**src/rtl/axis_gen_pkg.sv**
```systemverilog
// Shared encodings and LFSR helpers for the AXI4-Stream pattern generator.
package axis_gen_pkg;

    typedef enum logic [1:0] {
        MODE_COUNTER = 2'd0,
        MODE_LFSR    = 2'd1,
        MODE_INDEX   = 2'd2,
        MODE_RSVD    = 2'd3
    } mode_e;

    typedef enum logic [1:0] {
        ST_IDLE = 2'd0,
        ST_SEND = 2'd1,
        ST_GAP  = 2'd2,
        ST_DONE = 2'd3
    } state_e;

    // Right-shifting Galois form of x^32 + x^22 + x^2 + x + 1.
    localparam logic [31:0] LFSR_POLY = 32'h8020_0003;

    function automatic logic [31:0] lfsr_next(input logic [31:0] q);
        return {1'b0, q[31:1]} ^ (q[0] ? LFSR_POLY : 32'h0);
    endfunction

    function automatic logic [31:0] lfsr_seed_fix(input logic [31:0] s);
        return (s == 32'h0) ? 32'h1 : s;
    endfunction

endpackage

```
**src/rtl/lfsr32_galois.sv**
```systemverilog
// 32-bit Galois LFSR; load takes priority over step, and a zero seed becomes 1.
module lfsr32_galois
    import axis_gen_pkg::*;
(
    input  logic        aclk,
    input  logic        areset,
    input  logic        load,
    input  logic [31:0] seed,
    input  logic        step,
    output logic [31:0] q
);

    logic [31:0] r_q;

    // NOTE: sequential state uses non-blocking assignment so every register samples pre-edge values.
    always_ff @(posedge aclk) begin
        if (areset) begin
            r_q <= 32'h1;
        end else if (load) begin
            r_q <= lfsr_seed_fix(seed);
        end else if (step) begin
            r_q <= lfsr_next(r_q);
        end
    end

    assign q = r_q;

endmodule

```
**src/rtl/axis_pattern_gen.sv**
```systemverilog
// Framed AXI4-Stream traffic source: counter, LFSR or index patterns with
// configurable packet length, inter-packet gap and packet count.
module axis_pattern_gen
    import axis_gen_pkg::*;
#(
    parameter int TDATA_BITS = 32,
    parameter int LEN_BITS   = 16,
    parameter int GAP_BITS   = 8,
    parameter int CNT_BITS   = 32
) (
    input  logic                  aclk,
    input  logic                  areset,
    input  logic                  start,
    input  logic                  stop,
    input  logic [1:0]            cfg_mode,
    input  logic [TDATA_BITS-1:0] cfg_seed,
    input  logic [LEN_BITS-1:0]   cfg_pkt_len,
    input  logic [GAP_BITS-1:0]   cfg_gap,
    input  logic [CNT_BITS-1:0]   cfg_pkt_count,
    output logic [TDATA_BITS-1:0] m_axis_tdata,
    output logic                  m_axis_tvalid,
    output logic                  m_axis_tlast,
    input  logic                  m_axis_tready,
    output logic                  busy,
    output logic                  done,
    output logic [CNT_BITS-1:0]   pkts_sent,
    output logic [CNT_BITS-1:0]   beats_sent
);

    localparam int HALF = TDATA_BITS / 2;

    state_e                r_state;
    state_e                w_state_next;
    mode_e                 r_mode;
    logic [LEN_BITS-1:0]   r_len;
    logic [LEN_BITS-1:0]   r_beat_idx;
    logic [GAP_BITS-1:0]   r_gap;
    logic [GAP_BITS-1:0]   r_gap_cnt;
    logic [CNT_BITS-1:0]   r_pkt_count;
    logic [CNT_BITS-1:0]   r_pkts_sent;
    logic [CNT_BITS-1:0]   r_beats_sent;
    logic                  r_stop_pending;
    logic [TDATA_BITS-1:0] r_tdata;
    logic                  r_tvalid;
    logic                  r_tlast;
    logic                  r_busy;
    logic                  r_done;

    logic                  w_start_ok;
    logic                  w_hs;
    logic                  w_stop_seen;
    logic                  w_count_hit;
    mode_e                 w_cfg_mode;
    logic [LEN_BITS-1:0]   w_cfg_len;
    logic [31:0]           w_seed32;
    logic [31:0]           w_lfsr_q;
    logic [LEN_BITS-1:0]   w_beat_next;
    logic [CNT_BITS-1:0]   w_pkt_next;
    logic [TDATA_BITS-1:0] w_data_next;
    logic [TDATA_BITS-1:0] w_first_data;

    assign w_start_ok  = start && (r_state == ST_IDLE || r_state == ST_DONE);
    assign w_hs        = r_tvalid && m_axis_tready;
    assign w_stop_seen = r_stop_pending || stop;
    assign w_count_hit = (r_pkt_count != '0) && (r_pkts_sent + CNT_BITS'(1) == r_pkt_count);
    assign w_cfg_mode  = (mode_e'(cfg_mode) == MODE_RSVD) ? MODE_COUNTER : mode_e'(cfg_mode);
    assign w_cfg_len   = (cfg_pkt_len == '0) ? LEN_BITS'(1) : cfg_pkt_len;
    assign w_seed32    = lfsr_seed_fix(32'(cfg_seed));
    assign w_beat_next = r_tlast ? '0 : r_beat_idx + LEN_BITS'(1);
    assign w_pkt_next  = r_tlast ? r_pkts_sent + CNT_BITS'(1) : r_pkts_sent;

    lfsr32_galois u_lfsr (
        .aclk   (aclk),
        .areset (areset),
        .load   (w_start_ok),
        .seed   (32'(cfg_seed)),
        .step   (r_state == ST_SEND && w_hs),
        .q      (w_lfsr_q)
    );

    // Output data is registered, so the value for the next beat is computed one step ahead.
    always_comb begin
        // NOTE: every combinational output gets a default first so no path can infer a latch.
        w_data_next  = r_tdata + TDATA_BITS'(1);
        w_first_data = cfg_seed;
        case (r_mode)
            MODE_LFSR:  w_data_next = TDATA_BITS'(lfsr_next(w_lfsr_q));
            MODE_INDEX: w_data_next = {HALF'(w_pkt_next), HALF'(w_beat_next)};
            default:    ;
        endcase
        case (w_cfg_mode)
            MODE_LFSR:  w_first_data = TDATA_BITS'(w_seed32);
            MODE_INDEX: w_first_data = '0;
            default:    ;
        endcase
    end

    always_comb begin
        w_state_next = r_state;
        case (r_state)
            ST_IDLE, ST_DONE: begin
                if (start) w_state_next = ST_SEND;
            end
            ST_SEND: begin
                if (w_hs && r_tlast) begin
                    if (w_count_hit)        w_state_next = ST_DONE;
                    else if (w_stop_seen)   w_state_next = ST_IDLE;
                    else if (r_gap != '0)   w_state_next = ST_GAP;
                end
            end
            ST_GAP: begin
                if (w_stop_seen)                         w_state_next = ST_IDLE;
                else if (r_gap_cnt == GAP_BITS'(1))      w_state_next = ST_SEND;
            end
            default: w_state_next = ST_IDLE;
        endcase
    end

    always_ff @(posedge aclk) begin
        if (areset) begin
            r_state        <= ST_IDLE;
            r_mode         <= MODE_COUNTER;
            r_len          <= '0;
            r_beat_idx     <= '0;
            r_gap          <= '0;
            r_gap_cnt      <= '0;
            r_pkt_count    <= '0;
            r_pkts_sent    <= '0;
            r_beats_sent   <= '0;
            r_stop_pending <= 1'b0;
            r_tdata        <= '0;
            r_tvalid       <= 1'b0;
            r_tlast        <= 1'b0;
            r_busy         <= 1'b0;
            r_done         <= 1'b0;
        end else begin
            r_state  <= w_state_next;
            r_tvalid <= (w_state_next == ST_SEND);
            r_busy   <= (w_state_next == ST_SEND) || (w_state_next == ST_GAP);
            r_done   <= (w_state_next == ST_DONE);

            if (w_start_ok) begin
                r_mode         <= w_cfg_mode;
                r_len          <= w_cfg_len;
                r_gap          <= cfg_gap;
                r_pkt_count    <= cfg_pkt_count;
                r_pkts_sent    <= '0;
                r_beats_sent   <= '0;
                r_beat_idx     <= '0;
                r_tdata        <= w_first_data;
                r_tlast        <= (w_cfg_len == LEN_BITS'(1));
                r_stop_pending <= 1'b0;
            end else begin
                if (r_state == ST_SEND && w_hs) begin
                    r_beats_sent <= r_beats_sent + CNT_BITS'(1);
                    r_beat_idx   <= w_beat_next;
                    r_pkts_sent  <= w_pkt_next;
                    r_tdata      <= w_data_next;
                    r_tlast      <= (w_beat_next == r_len - LEN_BITS'(1));
                    r_gap_cnt    <= r_gap;
                end
                if (r_state == ST_GAP) begin
                    r_gap_cnt <= r_gap_cnt - GAP_BITS'(1);
                end
                if (w_state_next == ST_IDLE) begin
                    r_stop_pending <= 1'b0;
                end else if (stop && (r_state == ST_SEND || r_state == ST_GAP)) begin
                    r_stop_pending <= 1'b1;
                end
            end
        end
    end

    assign m_axis_tdata  = r_tdata;
    assign m_axis_tvalid = r_tvalid;
    assign m_axis_tlast  = r_tlast;
    assign busy          = r_busy;
    assign done          = r_done;
    assign pkts_sent     = r_pkts_sent;
    assign beats_sent    = r_beats_sent;

endmodule

```
**config.mk**
```make
export PLATFORM = sky130hd
export DESIGN_NAME = axis_pattern_gen
export DESIGN_NICKNAME = d
export VERILOG_FILES = /design/src/rtl/axis_gen_pkg.sv /design/src/rtl/lfsr32_galois.sv /design/src/rtl/axis_pattern_gen.sv
export SDC_FILE = /design/constraint.sdc
export NUM_CORES = 1
export LEC_CHECK = 0
export BUFFER_PORTS_ARGS = -buffer_cell sky130_fd_sc_hd__buf_2
export CAP_MARGIN = 25
export CORE_ASPECT_RATIO = 0.9
export CORE_MARGIN = 3
export CORE_UTILIZATION = 55
export CTS_BUF_LIST = sky130_fd_sc_hd__clkbuf_8
export CTS_CLUSTER_DIAMETER = 30
export DETAILED_ROUTE_END_ITERATION = 6
export PLACE_DENSITY = 0.83
export SYNTH_ARGS = -nofsm -noshare
export SYNTH_HDL_FRONTEND = slang
export SYNTH_SLANG_ARGS = --single-unit
```
**constraint.sdc**
```tcl
create_clock -name aclk -period 3.1 [get_ports aclk]
set_input_delay 0.31 -clock aclk [delete_from_list [all_inputs] [get_ports aclk]]
set_output_delay 0.31 -clock aclk [all_outputs]
set_load 0.1 [all_outputs]
```
Word level (Yosys, flattened, before mapping)
Cells that the tools add are included.
{ "totals": {"input_bits": 95, "out_inout_bits": 100, "ff_bits": 217, "word_cells": 87} }
{ "classes": {"bitwise": 2, "n_mux": 24, "reduce_logical": 23, "n_addsub": 6, "eq_ne": 15} }
{ "op_table": {"columns": ["cell", "n"], "rows": [
  ["32-bit two-way mux", 6],
  ["32-bit one-hot mux with 2 select lines", 2],
  ["32-bit by 1-bit adder with 32-bit output, second input constant", 3],
  ["16-bit two-way mux", 3],
  ["32-bit == test", 1],
  ["32-bit zero test", 1],
  ["32-bit nonzero test", 1],
  ["31-bit by 32-bit XOR with 32-bit output", 1],
  ["16-bit by 1-bit adder with 16-bit output, second input constant", 1],
  ["16-bit by 1-bit == test with 1-bit output, second input constant", 1],
  ["16-bit == test", 1],
  ["16-bit zero test", 1],
  ["2-bit two-way mux", 8],
  ["8-bit two-way mux", 2],
  ["16-bit by 1-bit subtractor with 16-bit output, second input constant", 1],
  ["2-bit == test, second input constant", 7],
  ["2-bit by 1-bit == test with 1-bit output, second input constant", 4],
  ["8-bit by 1-bit == test with 1-bit output, second input constant", 1],
  ["8-bit nonzero test", 1],
  ["8-bit by 1-bit subtractor with 8-bit output, second input constant", 1],
  ["1-bit logical AND", 6],
  ["2-bit one-hot mux with 3 select lines", 1],
  ["2-bit zero test", 2],
  ["1-bit logical OR", 4],
  ["other kinds (6)", 10]
]} }

Logic depth before layout (Yosys ltp)
Gate-level depths: netlist (run 1).
{ "depth": {"word_depth": 8, "depth_mapped": 12, "depth_no_buf": 10} }

By module
A second synthesis (run 1) with hierarchy kept.
{ "unflattened": {"cells_unflattened": 1620, "area_unflattened_um2": 12438.2} }
{ "by_module_without_submodules": {"columns": ["module", "area_per_inst_um2", "seq_area_each_um2", "n_inst", "cells_each"], "rows": [
  ["axis_pattern_gen", 10875.4, 3703.6, 1, 1432],
  ["lfsr32_galois", 1562.7, 640.6, 1, 188]
]} }

Least setup slack after synthesis (run 1)
OpenSTA, ideal clock, no wires.
{ "synth_path": {"path_type": "flip-flop to flip-flop", "startpoint": "reg r_pkts_sent[17] (netlist: pkts_sent[17])", "endpoint": "reg r_busy (netlist: busy)", "synth_period_minus_slack_ns": 3.553, "arrival_time_ns": 3.426, "path_slack_ns": -0.453, "path_stages_with_launch": 12, "setup_ns": 0.127, "required_ns": 2.973, "n_path_buf": 2, "cell_sequence": "dfxtp_1 > buf_2 > nand4_2 > or3_1 > buf_2 > or3_1 > a22o_1 > nor4_1 > nand4_1 > and2_1 > ha_1 > nor2b_1"} }
{ "synth_via": {"elab_chain_cells": 8, "word_cells_on_any_way": 9, "cone_classes": "1 x add/sub; 3 x eq/ne; 3 x mux; 2 x reduce/logical"} }
{ "synth_lines": {"columns": ["item", "line", "source"], "rows": [
  ["from (decl)", "axis_pattern_gen.sv:40", "logic [CNT_BITS-1:0] r_pkts_sent;"],
  ["from (signal assigned)", "axis_pattern_gen.sv:157", "r_pkts_sent <= w_pkt_next;"],
  ["32-bit by 1-bit adder with 32-bit output *", "axis_pattern_gen.sv:65", "assign w_count_hit = (r_pkt_count != '0) && (r_pkts_sent + CNT_BITS'(1) == r_pkt_count);"],
  ["32-bit == test *", "axis_pattern_gen.sv:65", null],
  ["1-bit logical AND *", "axis_pattern_gen.sv:65", null],
  ["2-bit two-way mux *", "axis_pattern_gen.sv:106", "if (w_count_hit) w_state_next = ST_DONE;"],
  ["2-bit two-way mux *", "axis_pattern_gen.sv:105", "if (w_hs && r_tlast) begin"],
  ["2-bit one-hot mux with 3 select lines *", "axis_pattern_gen.sv:100", "case (r_state)"],
  ["2-bit by 1-bit == test with 1-bit output / 2-bit == test (equally long branches)", "axis_pattern_gen.sv:139", "r_busy <= (w_state_next == ST_SEND) || (w_state_next == ST_GAP);"],
  ["1-bit logical OR *", "axis_pattern_gen.sv:139", null],
  ["to (signal assigned)", "axis_pattern_gen.sv:139", null],
  ["to (decl)", "axis_pattern_gen.sv:46", "logic r_busy;"]
]} }
Every way passes the cells marked *; elsewhere a longest branch is shown, timed or not.
A chain may end at the register's enable or synchronous reset.

Worst setup path after layout (run 1)
{ "layout_path": {"startpoint": "reg r_pkts_sent[0] (netlist: pkts_sent[0])", "endpoint": "reg r_busy (netlist: busy)"} }
Same word-level chain as after synthesis.

==> summary.txt, run 1 <==
Status
  – Result of the run: finished, violations left
  – Violated checks: DRC

Final layout
  – Commonest non-fill, non-tap cells in the layout: 264 x nand2_1, 193 x buf_2, 190 x dfxtp_1
  – Final core utilization: 70.2%
  – Proportion of layout cells with a drive suffix above 1: a little under a fifth
  – Signed area change from the synthesized netlist to the final layout: 22.8%
  – Final standard cell area without fillers: roughly 15000 µm²
  – Number of nets in the layout: 1996
  – Antenna cells: 0
  – Most frequent standard cell in the layout excluding fill and tap cells: nand2_1

Detailed routing
  – Wire length reported by the detailed router: 41400 µm
  – Initial detailed-routing violation count: approximately 1.5k
  – Remaining DRCs: 3
  – Via Count: 13.5k
  – Number of antenna-violating nets in the routed design: 0
  – Post-detailed-route via-to-cell ratio: a little over 6
  – Average wire per cell in the routed design: roughly 19 µm
  – First-pass iteration count of the detailed router: 7

STA
  – Final slew viol count: 0
  – Final setup vio count: 0
  – Final hold violation count: 0
  – Portion of the clock cycle consumed by the worst path in the final layout: between 90% and 100%
  – Min setup slack post-route: about 0.16 ns
  – RSZ-0062 raised after global routing: false
  – Peak Freq: approximately 340 MHz
  – Worst Max-Slew Pin Slew: 0.829 ns
  – Final critical-path required period: between 2 and 3 ns
  – Sum of negative setup slack: 0 ns
  – Worst Clk Skew: roughly 0.019 ns
  – Worst hold margin: a little under 0.02 ns
  – Max_slew headroom: approximately 45%

CTS
  – CTS tree: yes
  – Cell chosen for the clock root: clkbuf_8
  – Number of clock buffers inserted by TritonCTS: 46
  – H-tree level count: 2
  – Number of clock sinks seen by CTS: 217
  – Clock Path Buffers: 3
  – Number of setup buffers added after CTS: 0
  – Later-pin clock latency in the skew report: between 0.5 and 0.6 ns
  – Worst-path clk slew: ~0.060 ns

Floorplanning
  – Ports placed on the boundary: 195
  – Initial core utilization: between 50% and 60%
  – Core Rows: 51
  – Core region area: about 22000 µm²
  – Overall die area: about 25000 µm²
  – Die boundary width: 166 µm
  – Die Y-Extent: 150 µm

Global route
  – Number of antenna violations at the first check in global routing: 0
  – Via count of the first global-routing pass: 12.5k
  – Overall fraction of global-route tracks in use: roughly a third
  – Remaining Overflow, GRT: 0
  – First-pass GRT wire length: around 65000 µm
  – Largest net degree at the start of global routing: 84

Run
  – Max-cap violations: 0

Yosys
  – Mapped Area: between 10000 and 15000 µm²
  – Instance count of the mapped netlist: between 1.5k and 2k
  – Most instantiated flip-flop cell in the synthesis netlist: dfxtp_1
  – Warnings, synthesis: 0
  – Number of enable-type register cells in the synthesized netlist: 0
  – Number of distinct standard cells referenced by the synthesized netlist: 71
  – Yosys top cell area share: ~34%
  – Net count after synthesis: around 1.8k
  – Proportion of register bits with asynchronous set or reset after synthesis: 0%
  – Library cell occupying the most area in the post-synthesis netlist: dfxtp_1
  – Mean instance size in the synthesized netlist: 7.54 µm²
  – Sequential share of the synthesized area: around 34%
  – Seq cells post-synth: about 220
  – Cell types with the largest area share after synthesis: dfxtp_1 34%, nand2_1 7.9%, xnor2_1 7.0%

Critical path
  – Crit-path max FO: 10
  – Data required time of the critical path: roughly 3.5 ns
  – Crit path capture type: flop
  – Crit Path Class: reg -> reg
  – Data arrival, critical path: ~3.4 ns
  – Kind of start point of the critical path: flop

Place
  – Final weighted congestion of routability-driven global placement: about 0.94
  – Post-place setup slack: 0.153 ns
  – HPWL after detailed placement: 28400 µm
  – Buffers on Ports: roughly 190
  – Cell Area, Placed: 13900 µm²

Power
  – Relative contribution of the clock network to total power: between 40% and 50%
  – Power density over the cells: roughly 540 nW/µm²
  – Sequential group share of total power: 37.7%
  – Internal Power: roughly 5.6 mW
  – Combinational group share of total power: a little over a fifth
  – Fraction of power spent switching nets: ~34%
  – P_leak: ~6 nW
  – Largest vdd supply drop: 447 µV
  – Net switching power: 2.84 mW

Min path
  – Worst min path class: in -> reg
## worst max-delay path, stage by stage (launching register included)
cell and delay, ns:
dfxtp_4 0.42, ha_1 0.18, and3_1 0.21, buf_4 0.18
nand4_1 0.19, xnor2_1 0.37, nand3_1 0.15, nor4_1 0.26
nand4_1 0.22, a21bo_1 0.25, ha_1 0.28, nor2b_1 0.13
## path summary, 6_finish.rpt
check | slack [ns] | startpoint | cells after the start | endpoint
setup / recovery | 0.16 | pkts_sent[0]$_SDFFE_PP0P_ | 11 | busy$_SDFF_PP0_
hold / removal | 0.02 | cfg_gap[6] | 3 | r_gap[6]$_SDFFE_PP0P_
setup reg to reg | 0.16 | pkts_sent[0]$_SDFFE_PP0P_ | 11 | busy$_SDFF_PP0_
hold reg to reg | 0.48 | r_gap[3]$_SDFFE_PP0P_ | 2 | r_gap[3]$_SDFFE_PP0P_
## cell type report
cell class                      count  area [µm²]
Multi-Input combinational cell   1297        7680
Fill cell                        1867        6580
Sequential cell                   217        4410
Timing Repair Buffer              289        1870
Clock buffer                       50         688
Tap cell                          291         364
Clock inverter                     33         347
Inverter                           34         128
## power groups by stage
stage	Sequential, mW	Combinational (mW)	Clock [mW]
global route	3.19	1.92	3.61
finish	3.17	1.79	3.44
floorplan	3.59	0.881	0
detailed placement	3.22	1.69	0
CTS	3.16	1.75	3.47
global placement	3.21	1.67	0
## stage by stage
| stage | cells | total power [mW] |
|---|---|---|
| 6_report | 2211 | 8.40 |
| 3_3_place_gp | 2073 | 4.88 |
| 4_1_cts | 2208 | 8.39 |
| 2_1_floorplan | 1674 | 4.47 |
| 3_5_place_dp | 2073 | 4.91 |
| 5_1_grt | 2211 | 8.73 |
## state kept, by name, summed over array words and instances, names as in the netlist, 2 cells and up
| signal | count |
|---|---|
| r_mode | 2 |
| r_beat_idx | 16 |
| r_pkt_count | 32 |
| r_gap_cnt | 8 |
| r_state | 2 |
| pkts_sent | 32 |
| m_axis_tdata | 32 |
| beats_sent | 32 |
| u_lfsr.q | 32 |
| r_gap | 8 |
| r_len | 16 |
## synthesized netlist by cell type (4+ instances only)
cell,count
a21oi_1,132
o21a_1,4
ha_1,16
nor3b_1,4
mux2_2,6
a21o_1,4
dfxtp_1,217
nand3b_1,5
nand2b_1,7
a211oi_1,23
nor2_1,180
nand2_1,265
or3_1,26
a311oi_1,30
o31ai_1,5
nor4_1,50
xnor2_1,101
nand3_1,52
buf_2,19
inv_1,34
a221oi_1,28
or4_1,6
a22o_1,10
mux2i_1,7
a2bb2oi_1,4
a31oi_1,11
a221o_1,8
nor3_1,40
o211ai_1,4
nand4_1,41
o21ai_0,56
and3_1,15
o21ai_1,8
a22oi_1,4
and4_1,17
and2_1,13
o22ai_1,8
clkbuf_1,95
buf_1,10
xor2_1,56
nor2b_1,16
## logic make-up (layout without fill, tap and decap cells)
logic type	count (synthesis)	in the layout	share of synthesized area, %
buffers and inverters	160	406	4.99
AOI/OAI and AO/OA	360	360	18.5
DFF	217	217	34.4
and+or+nand+nor	750	750	28.5
adders and majority gates	16	16	1.59
muxes	14	14	1.18
xor gates and xnor gates	157	157	10.9
## metal layers
metal | track usage [%] | share of wire [%] | vias up
li1 | - | - | 6398
met1 | 40.1 | 41 | 6353
met2 | 54.2 | 48 | 585
met3 | 5.31 | 7.0 | 132
met4 | 12.3 | 4.0 | 0
met5 | 0 | 0 | -
## repair_timing
action / in CTS / in global routing
setup endpoints to repair: 0 / 1
hold buffers: 52 / 1
hold endpoints to repair: 52 / 1
gates resized for setup: 0 / 2
Power figures use the tool's default switching activity.
==> run 2, diff against run 1 <==
- clock period: 3.1 -> 3.2 ns (I/O delays scaled with it)
==> run 2 against run 1 <==
Worst setup slack better by 0.045 ns. Critical path type unchanged. Highest routed layer unchanged. Largest power group unchanged. Total power up 0.20%. First-iteration DRC count down 10%. The flow now finishes without violations.
==> summary.txt, run 2 (synthesis results as in run 1) <==
Status
  – Result of the run: finished, final reports clean

Place
  – Buffers on Ports: slightly below 200
  – Final weighted congestion of routability-driven global placement: 0.938
  – HPWL after detailed placement: approximately 29000 µm
  – Cell Area, Placed: approximately 14000 µm²
  – Post-place setup slack: approximately 0.26 ns

Detailed routing
  – Number of antenna-violating nets in the routed design: 0
  – Average wire per cell in the routed design: approximately 19 µm
  – Post-detailed-route via-to-cell ratio: 6.11
  – Via Count: 13.5k
  – First-pass iteration count of the detailed router: 6
  – Wire length reported by the detailed router: roughly 41000 µm
  – Remaining DRCs: 0
  – Initial detailed-routing violation count: between 1k and 1.5k

Global route
  – Remaining Overflow, GRT: 0
  – Via count of the first global-routing pass: 12.7k
  – First-pass GRT wire length: between 60000 and 70000 µm
  – Overall fraction of global-route tracks in use: 31.4%
  – Number of antenna violations at the first check in global routing: 0
  – Largest net degree at the start of global routing: between 70 and 80

CTS
  – Number of clock buffers inserted by TritonCTS: 47
  – H-tree level count: 2
  – Number of setup buffers added after CTS: 0
  – Number of clock sinks seen by CTS: between 200 and 250
  – CTS tree: yes
  – Cell chosen for the clock root: clkbuf_8
  – Worst-path clk slew: roughly 0.050 ns
  – Clock Path Buffers: 3
  – Later-pin clock latency in the skew report: 0.57 ns

Critical path
  – WP buf/inv: 0
  – Crit path capture type: flop
  – Crit-path max FO: 8
  – Crit Path Class: reg -> reg
  – Maximum cell stage delay along the critical path: 0.49 ns
  – Ordered cell list for the critical path: nand4_2 > or3_1 > or3_1 > a22o_1 > nor4_1 > nand4_1 > and2_1 > ha_1 > nor2b_1
  – Data arrival, critical path: about 3.4 ns
  – Slowest stage cell, crit path: or3_1
  – Crit path top cell by count: or3_1
  – Slack of the worst reg-to-reg path: around 0.20 ns
  – Cell class contributing the biggest share of worst-path delay: simple AND/OR/NAND/NOR gates
  – Kind of start point of the critical path: flop
  – Data required time of the critical path: between 3 and 4 ns

Power
  – Net switching power: 2.79 mW
  – Largest vdd supply drop: roughly 380 µV
  – Fraction of power spent switching nets: about 33%
  – Combinational group share of total power: between 20 and 25%
  – Internal Power: 5.63 mW
  – Sequential group share of total power: 36.6%
  – Relative contribution of the clock network to total power: between 40% and 50%
  – Total chip power: ~8.4 mW
  – P_leak: approximately 6 nW
  – Power density over the cells: 544 nW/µm²

Final layout
  – Antenna cells: 0
  – Signed area change from the synthesized netlist to the final layout: 22.6%
  – Commonest non-fill, non-tap cells in the layout: 264 x nand2_1, 193 x buf_2, 190 x dfxtp_1
  – Final core utilization: a little over two thirds
  – Fill count: roughly 1.8k
  – Proportion of layout cells with a drive suffix above 1: 19.0%
  – Most frequent standard cell in the layout excluding fill and tap cells: nand2_1
  – Number of nets in the layout: 1990
  – Final standard cell area without fillers: between 15000 and 20000 µm²

STA
  – Final hold violation count: 0
  – Final setup vio count: 0
  – RSZ-0062 raised after global routing: false
  – Max_slew headroom: roughly 41%
  – Sum of negative setup slack: 0 ns
  – Final slew viol count: 0
  – Worst Clk Skew: around 0.019 ns
  – Min setup slack post-route: 0.203 ns
  – Final critical-path required period: ~3 ns
  – Portion of the clock cycle consumed by the worst path in the final layout: between 90% and 100%
  – Worst Max-Slew Pin Slew: slightly below 0.9 ns
  – Peak Freq: about 330 MHz

Floorplanning
  – Die boundary width: between 150 and 200 µm
  – Overall die area: around 25000 µm²
  – Ports placed on the boundary: approximately 200
  – Core region area: approximately 22000 µm²
  – Core Rows: between 50 and 60
  – Die Y-Extent: between 100 and 150 µm
  – Initial core utilization: a little under three fifths

Run
  – Max-cap violations: 0

Min path
  – Worst min path class: in -> reg
[run 2: what timing repair did]
action | in CTS | in global routing
endpoints found under the hold margin | 49 | 0
endpoints found under the setup margin | 0 | 1
resized for setup | 0 | 1
hold buffers | 49 | 0
[run 2: routing by layer]
layer | vias to the layer above | part of all wire [%] | GRT usage [%]
met2 | 656 | 47 | 52.8
met3 | 116 | 8.3 | 5.97
met1 | 6333 | 41 | 39.6
li1 | 6361 | - | -
met4 | 0 | 3.6 | 13.7
met5 | - | 0 | 0
[run 2: power by group through the flow]
stage / Sequential [mW] / Clock [mW] / Combinational (mW)
detailed placement: 3.13 / 0 / 1.64
finish: 3.08 / 3.61 / 1.73
floorplan: 3.49 / 0 / 0.854
CTS: 3.07 / 3.63 / 1.70
global route: 3.10 / 3.78 / 1.86
global placement: 3.12 / 0 / 1.62
[run 2: worst reg2reg max path, cell delays in order, from the launching register on]
cell and delay, ns:
dfxtp_2 0.42, nand4_2 0.23, or3_1 0.49, or3_1 0.37
a22o_1 0.27, nor4_1 0.23, nand4_1 0.21, and2_1 0.26
ha_1 0.27, nor2b_1 0.13
[run 2: final cells by class]
| class | instances | area (µm²) | share of cell area, % |
|---|---|---|---|
| Clock buffer | 53 | 729 | 4.72 |
| Inverter | 34 | 128 | 0.825 |
| Multi-Input combinational cell | 1297 | 7670 | 49.6 |
| Sequential cell | 217 | 4380 | 28.3 |
| Timing Repair Buffer | 282 | 1800 | 11.6 |
| Tap cell | 291 | 364 | 2.35 |
| Clock inverter | 31 | 389 | 2.52 |
[run 2: worst paths after layout]
path	cells after the start	from	endpoint
max	9	pkts_sent[18]$_SDFFE_PP0P_	busy$_SDFF_PP0_
min reg2reg	2	r_gap[3]$_SDFFE_PP0P_	r_gap[3]$_SDFFE_PP0P_
min	3	cfg_pkt_count[1]	r_pkt_count[1]$_SDFFE_PP0P_
max reg2reg	9	pkts_sent[18]$_SDFFE_PP0P_	busy$_SDFF_PP0_
[run 2: metrics by stage]
step	std cells	hold WS, ns
floorplan	1674	0.429
global placement	2071	0.453
detailed placement	2071	0.456
CTS	2204	0.00212
global route	2205	0.0177
finish	2205	0.0210
